File: src/rtl/tx_scheduler.sv
// rtl/tx_scheduler.sv - round-robin scheduler granting one requester at a time to a serial transmitter
// Optional SEND watchdog enabled by defining TX_SCHED_TIMEOUT_EN.
module tx_scheduler #(
    parameter int NREQ           = 4,
    parameter int TIMEOUT_CYCLES = 255
) (
    input  logic              clk,
    input  logic              reset,
    input  logic [NREQ-1:0]   req,
    input  logic [8*NREQ-1:0] data_in,
    output logic [NREQ-1:0]   grant,
    output logic [NREQ-1:0]   done,
    output logic              timeout,
    output logic              busy,
    output logic              transmitEnable,
    output logic              load,
    output logic [7:0]        parallelDataOut,
    input  logic              characterSent
);
    localparam int PW = $clog2(NREQ);

    typedef enum logic [2:0] {IDLE, LOAD, SEND, DONE, GAP} state_t;

    state_t          state, stateNext;
    logic [PW-1:0]   ptr, ptrNext, owner, ownerNext, pick, idx;
    logic            found;
    logic [NREQ-1:0] grantNext, doneNext;
    logic            timeoutNext, busyNext, teNext, loadNext;
    logic [7:0]      pdoNext;
    logic [7:0]      chars [NREQ];

`ifdef TX_SCHED_TIMEOUT_EN
    logic [7:0] wdCount, wdCountNext;
`endif

    for (genvar i = 0; i < NREQ; i++) begin : g_char
        assign chars[i] = data_in[8*i +: 8];
    end

    function automatic logic [PW-1:0] incPtr(input logic [PW-1:0] p);
        return (int'(p) == NREQ - 1) ? '0 : p + 1'b1;
    endfunction

    // Scan ascending from ptr with wraparound; first active request wins.
    always_comb begin
        found = 1'b0;
        pick  = ptr;
        idx   = ptr;
        for (int k = 0; k < NREQ; k++) begin
            idx = (int'(ptr) + k >= NREQ) ? PW'(int'(ptr) + k - NREQ) : PW'(int'(ptr) + k);
            if (!found && req[idx]) begin
                found = 1'b1;
                pick  = idx;
            end
        end
    end

    // Outputs are computed for the state being entered and registered with it.
    always_comb begin
        stateNext   = state;
        ptrNext     = ptr;
        ownerNext   = owner;
        grantNext   = grant;
        doneNext    = '0;
        timeoutNext = 1'b0;
        teNext      = 1'b0;
        loadNext    = 1'b0;
        pdoNext     = parallelDataOut;
`ifdef TX_SCHED_TIMEOUT_EN
        wdCountNext = wdCount;
`endif
        case (state)
            IDLE: begin
                if (found) begin
                    stateNext = LOAD;
                    ownerNext = pick;
                    grantNext = NREQ'(1) << pick;
                    teNext    = 1'b1;
                    loadNext  = 1'b1;
                    pdoNext   = chars[pick];
                end
            end
            LOAD: begin
                stateNext = SEND;
                teNext    = 1'b1;
`ifdef TX_SCHED_TIMEOUT_EN
                wdCountNext = '0;
`endif
            end
            SEND: begin
                teNext = 1'b1;
                if (characterSent) begin
                    stateNext = DONE;
                    grantNext = '0;
                    doneNext  = grant;
                    teNext    = 1'b0;
                    ptrNext   = incPtr(owner);
                end
`ifdef TX_SCHED_TIMEOUT_EN
                else if (wdCount == 8'(TIMEOUT_CYCLES - 1)) begin
                    stateNext   = GAP;
                    grantNext   = '0;
                    timeoutNext = 1'b1;
                    teNext      = 1'b0;
                    ptrNext     = incPtr(owner);
                end else begin
                    wdCountNext = wdCount + 8'd1;
                end
`endif
            end
            DONE:    stateNext = GAP;
            GAP:     stateNext = IDLE;
            default: stateNext = IDLE;
        endcase
        busyNext = (stateNext != IDLE);
    end

    always_ff @(posedge clk or posedge reset) begin
        if (reset) begin
            state           <= IDLE;
            ptr             <= '0;
            owner           <= '0;
            grant           <= '0;
            done            <= '0;
            timeout         <= 1'b0;
            busy            <= 1'b0;
            transmitEnable  <= 1'b0;
            load            <= 1'b0;
            parallelDataOut <= '0;
        end else begin
            state           <= stateNext;
            ptr             <= ptrNext;
            owner           <= ownerNext;
            grant           <= grantNext;
            done            <= doneNext;
            timeout         <= timeoutNext;
            busy            <= busyNext;
            transmitEnable  <= teNext;
            load            <= loadNext;
            parallelDataOut <= pdoNext;
        end
    end

`ifdef TX_SCHED_TIMEOUT_EN
    always_ff @(posedge clk or posedge reset) begin
        if (reset) wdCount <= '0;
        else       wdCount <= wdCountNext;
    end
`endif

endmodule

File: config.mk
export PLATFORM = sky130hd
export DESIGN_NAME = tx_scheduler
export DESIGN_NICKNAME = d
export VERILOG_FILES = /design/src/rtl/tx_scheduler.sv
export SDC_FILE = /design/constraint.sdc
export NUM_CORES = 1
export LEC_CHECK = 0
export ABC_CLOCK_PERIOD_IN_PS = 4200
export CAP_MARGIN = 20
export CORE_MARGIN = 4
export CORE_UTILIZATION = 45
export DETAILED_ROUTE_END_ITERATION = 10
export PLACE_DENSITY = 0.82
export SLEW_MARGIN = 20
export SYNTH_ARGS = -nofsm -noshare
export SYNTH_HDL_FRONTEND = slang
export SYNTH_SLANG_ARGS = --single-unit
File: constraint.sdc
create_clock -name clk -period 4.2 [get_ports clk]
set_clock_uncertainty 0.05 [all_clocks]
set_input_delay 0.42 -clock clk [delete_from_list [all_inputs] [get_ports clk]]
set_output_delay 0.42 -clock clk [all_outputs]
set_load 0.02 [all_outputs]
# Word-level counts from Yosys, hierarchy flattened
# Index checks and enable logic that the tools add are counted.
[op_classes] shift=1 bitwise_logic=1 n_mul=0 n_addsub=8 n_lt_le_gt_ge=9 n_eq_ne=6 reduce_logical=12 n_div=0 n_mux=36
[op_table] op="$mux 2" n=9
[op_table] op="$bmux 8 s2" n=1
[op_table] op="$mux 4" n=4
[op_table] op="$mux 8" n=2
[op_table] op="$ge 3x3->1 const B" n=4
[op_table] op="$lt 2x3->1 const B" n=4
[op_table] op="$pmux 3 s4" n=1
[op_table] op="$mux 1" n=11
[op_table] op="$bmux 1 s2" n=4
[op_table] op="$pmux 4 s2" n=1
[op_table] op="$sub 2x1->2 const B" n=4
[op_table] op="$add 2x2->3 const B" n=2
[op_table] op="$eq 3x2->1 const B" n=2
[op_table] op="$mux 3" n=2
[op_table] op="$ne 2x2->1 const B" n=2
[op_table] op="$reduce_and 2->1" n=2
[op_table] op="$shl 1x2->4 const A" n=1
[op_table] op="$add 2x1->3 const B" n=1
[op_table] op="$eq 3x1->1 const B" n=1
[op_table] op="$ge 2x3->1 const B" n=1
[op_table] op="$logic_and 1x1->1" n=3
[op_table] op="$logic_not 1->1" n=3
[op_table] op="$logic_not 3->1" n=1
[op_table] op="$not 2->3" n=1
[op_table] op="other kinds (6)" n=6
[totals] out_inout_bits=20 ff_bits=26 word_cells=82 mem_bits_rw=0 mem_bits_ro=0 inputBits=39 mem_count=0 latch_bits=0

# Logic depth before layout (Yosys ltp)
[logic_depth] ltp_word=18 depth_mapped=6 ltp_nobuf=5

# Worst setup path before layout
# OpenSTA, ideal clock, no wires.
[synth_path] kind="input port to flip-flop" start="input port req[1]" end="register parallelDataOut[1]" setup_time_ns=0.122 cell_stages=6 setup_slack_ns=2.434 t_arrival_ns=1.594 path_cell_list="buf_2 nor4_1 nor2_1 o21ai_0 a21oi_1 a32o_1"
[synth_via] elab_chain_len=16 elab_cells_between_ends=27 cone_classes="mux (19); bitwise (1); reduce/logical (7)"
[synth_rtl] item="start: declaration" line="9" text="input logic [NREQ-1:0] req,"
[synth_rtl] item="$bmux 1 s2" line="51" text="if (!found && req[idx]) begin"
[synth_rtl] item="$mux 1 (implied by the code)" line="51"
[synth_rtl] item="$mux 1" line="51"
[synth_rtl] item="$logic_not 1->1" line="51"
[synth_rtl] item="$logic_and 1x1->1" line="51"
[synth_rtl] item="$mux 1" line="51"
[synth_rtl] item="$logic_not 1->1" line="51"
[synth_rtl] item="$logic_and 1x1->1" line="51"
[synth_rtl] item="$mux 1" line="51"
[synth_rtl] item="$logic_not 1->1" line="51"
[synth_rtl] item="$logic_and 1x1->1" line="51"
[synth_rtl] item="$mux 2" line="51"
[synth_rtl] item="$not 2->3 (implied by the code)" line="80" text="pdoNext = chars[pick];"
[synth_rtl] item="$bmux 8 s2" line="80"
[synth_rtl] item="$mux 8 (implied by the code) (2 in series)" line="80"
[synth_rtl] item="end signal: assignment" line="140" text="parallelDataOut <= pdoNext;"
[synth_rtl] item="end: declaration" line="17" text="output logic [7:0] parallelDataOut,"
# Parallel ways exist; a longest one is shown, timed or not. The select of a mux whose other input is x is not followed.
# A chain may end at the register's enable or synchronous reset.

# Worst setup path in the final report
[layout_path] start="input port req[3]" end="register parallelDataOut[5]"
# Same word-level chain as after synthesis.

==> flow_summary.yaml <==
status:
  status: "completed"
timing:
  relSlewSlack_pct: 37.9
  hold_slack_ns: 0.449
  timing.final.crit_share_pct: 55.7
  drv_slew: 0
  period_needed_ns: 2.34
  hold_viol: 0
  setup_tns_ns: 0
  max_freq_mhz: 428
  grt_setup_unrepaired: "no"
  setup_viol: 0
  max_slew.worst_pin.slew_ns: 0.926
clocking:
  cts_setup_buffers: 0
  cts.reportedPaths.clkPinSlew_ns: 0.14
  cts-hold-fix-buffers: 0
  clock-sinks: 26
  root_buffer: "clkbuf_4"
  clk_latency_ns: 0.31
  cts_buffers: 3
  cts_htree_levels: 1
  cts_tree: "built"
  post_cts_resized: 0
  clock_path_buffers: 2
cells_and_area:
  drive_above_1_share_pct: 8.57
  n_antenna_cell: 0
  fin_nets: 252
  post-route-util_pct: 67.4
  multi_input_area_um2: 808
  num-fill-cells: 272
  areaGrowthSynthToFinish_pct: 38.6
  register_area_um2: 651
  stdcell_count: 254
global_routing:
  grt-ovfl-total: 0
  track_usage_pct: 18.7
  grt_pass1_vias: 1452
  grt_first_pass_wirelength_mm: 6.44
  antenna_found_initial: 0
  grt_max_degree: 27
die:
  die_y_um: 66.4
  coreArea_um2: 3150
  ios: 59
  rows: 20
  initial_core_util_pct: 48.7
  die_x_um: 66.4
  die_area_um2: 4410
yosys:
  synth_edf_count: 0
  synth_top_area_share_pct: 42.4
  ys_seq_elements: 26
  synth_ff_type: "dfrtp_1"
  postSynthCellCount: 158
  yosysTopAreaCell: "dfrtp_1"
  synth_area_um2: 1530
  synth.distinct_cells: 49
  avgSynthCellArea_um2: 9.71
  synth_fp_nets: 198
  yosysWarnings: 0
  synthTopCellsByCount: "dfrtp_1 (26), nand2_1 (16), nor2_1 (15), a21oi_1 (10), o31ai_1 (8)"
  synth_most_common_cell: "dfrtp_1"
  async_flop_share_pct: 100
  synth_seq_area_share_pct: 42.4
  yosys-top-cells-area: "dfrtp_1 (42%), nand2_1 (3.9%), o31ai_1 (3.9%)"
drt:
  routed-via-count: 1422
  routed_via_density: 5.60
  wl_per_cell_um: 15.5
  dr.pass1.iters: 4
  dr.first_iter.drc_count: 89
  drt.antenna.violating_nets: 0
  drc: 0
  wl_mm: 3.93
setup_path:
  critPathBufInv: 1
  worstSetupPathType: "input port to flop"
  crit_slowest_cell: "clkdlybuf4s50_1"
  cp_slowest_stage_delay_ns: 0.69
  worstSetupStartpointType: "input port"
  crit_family: "compound AO/OA/AOI/OAI gates"
  path_max_fanout: 11
  arrival_ns: 2.48
  worstPathRequired_ns: 4.35
  worstPathCellList: "clkdlybuf4s50_1, nor2b_4, o21ai_2, nand3_4, a2111oi_0, a211oi_1"
  crit_path_end_kind: "flop"
placement:
  dp_cells: 251
  io_buffers: 57
  place_congestion: 0.864
  hpwl_mm: 3.00
power_and_ir_drop:
  switching_power_uw: 570
  pwr-share-comb_pct: 57.1
  ir_worst_vdd_mv: 0.281
  power_leakage_nw: 0.876
  netSwitchingFraction_pct: 44.0
  power_density_nw_per_um2: 609
  seq_power_share_pct: 34.9
  p_int_uw: 725
  clockPowerShare_pct: 8.0
flow_run:
  drv_cap: 0
hold_path:
  hold_path_class: "input port to async pin"
-- sequential cells by signal, indices dropped and copies added, names as in the netlist --
signal           flops
parallelDataOut      8
done                 4
grant                4
state                3
owner                2
ptr                  2
busy                 1
load                 1
transmitEnable       1
-- path summary, 6_finish.rpt --
kind,start,to,slack (ns),depth (start not counted)
setup reg to reg,ptr[1],parallelDataOut[1],2.03,5
setup / recovery,req[3],parallelDataOut[5],1.86,6
hold reg to reg,parallelDataOut[1],parallelDataOut[1],0.46,1
max in group asynchronous,reset,state[0],3.22,2
hold / removal,reset,done[2],0.45,2
min in group clk,parallelDataOut[1],parallelDataOut[1],0.46,1
-- final cells by class --
| class | instances | area share (%) |
|---|---|---|
| inverters | 5 | 0.883 |
| clock buffers | 3 | 1.06 |
| flip-flops and latches | 26 | 30.6 |
| well taps | 44 | 2.59 |
| repair buffers | 57 | 26.8 |
| multi-input cells | 119 | 38.0 |
-- stage by stage --
stage | cell area, um2 | power [mW] | setup WS [ns]
after floorplan | 1530 | 0.945 | 2.43
after global placement | 2100 | 1.17 | 1.60
after detailed placement | 2100 | 1.20 | 1.52
after CTS | 2130 | 1.30 | 1.88
after global routing | 2130 | 1.39 | 1.70
final | 2130 | 1.29 | 1.86
-- cell families (layout without fill, tap and decap cells) --
logic type,Yosys count,after routing,share of synthesized area (%)
compound gates,52,52,27.2
xor+xnor,1,1,0.571
fa+ha+maj,1,1,0.816
buf+inv,13,65,4.89
flops,26,26,42.4
mux,1,1,0.653
other cells,1,1,0.244
simple gates,63,63,23.2
-- power groups by stage --
stage               clock [mW]  sequential, mW  combinational, mW
floorplan                    0           0.511              0.433
finish                   0.103           0.452              0.740
global route             0.117           0.466              0.811
CTS                      0.108           0.450              0.744
detailed placement           0           0.455              0.742
global placement             0           0.448              0.721
-- placed cells by master, fill, tap and decap left out, types with 2 or more instances in the layout --
| cell | count |
|---|---|
| clkdlybuf4s50_1 | 57 |
| dfrtp_1 | 26 |
| nand2_1 | 16 |
| nor2_1 | 15 |
| a21oi_1 | 10 |
| o31ai_1 | 8 |
| nand3_1 | 6 |
| nand4_1 | 5 |
| a21o_1 | 5 |
| o21ai_0 | 4 |
| inv_1 | 4 |
| a221oi_1 | 4 |
| and2_1 | 4 |
| nor2b_1 | 3 |
| a211oi_1 | 3 |
| clkbuf_4 | 3 |
| o21bai_4 | 2 |
| o21ba_2 | 2 |
| a2bb2oi_1 | 2 |
| and4_2 | 2 |
| a2111oi_2 | 2 |
-- per-layer routing --
metal | share of wire (%) | GRT usage (%) | up-vias
li1 | - | - | 692
met1 | 41 | 22.2 | 665
met5 | 0 | 0 | -
met3 | 9.5 | 6.97 | 4
met2 | 48 | 30.7 | 61
met4 | 0.86 | 6.35 | 0
-- worst register-to-register path: stages (launching register included) --
cell	delay, ns
dfrtp_1	0.59
or2_1	0.16
a21oi_1	0.07
o31ai_1	0.73
nand3_1	0.16
a32o_1	0.30
(Power assumes the default switching activity.)
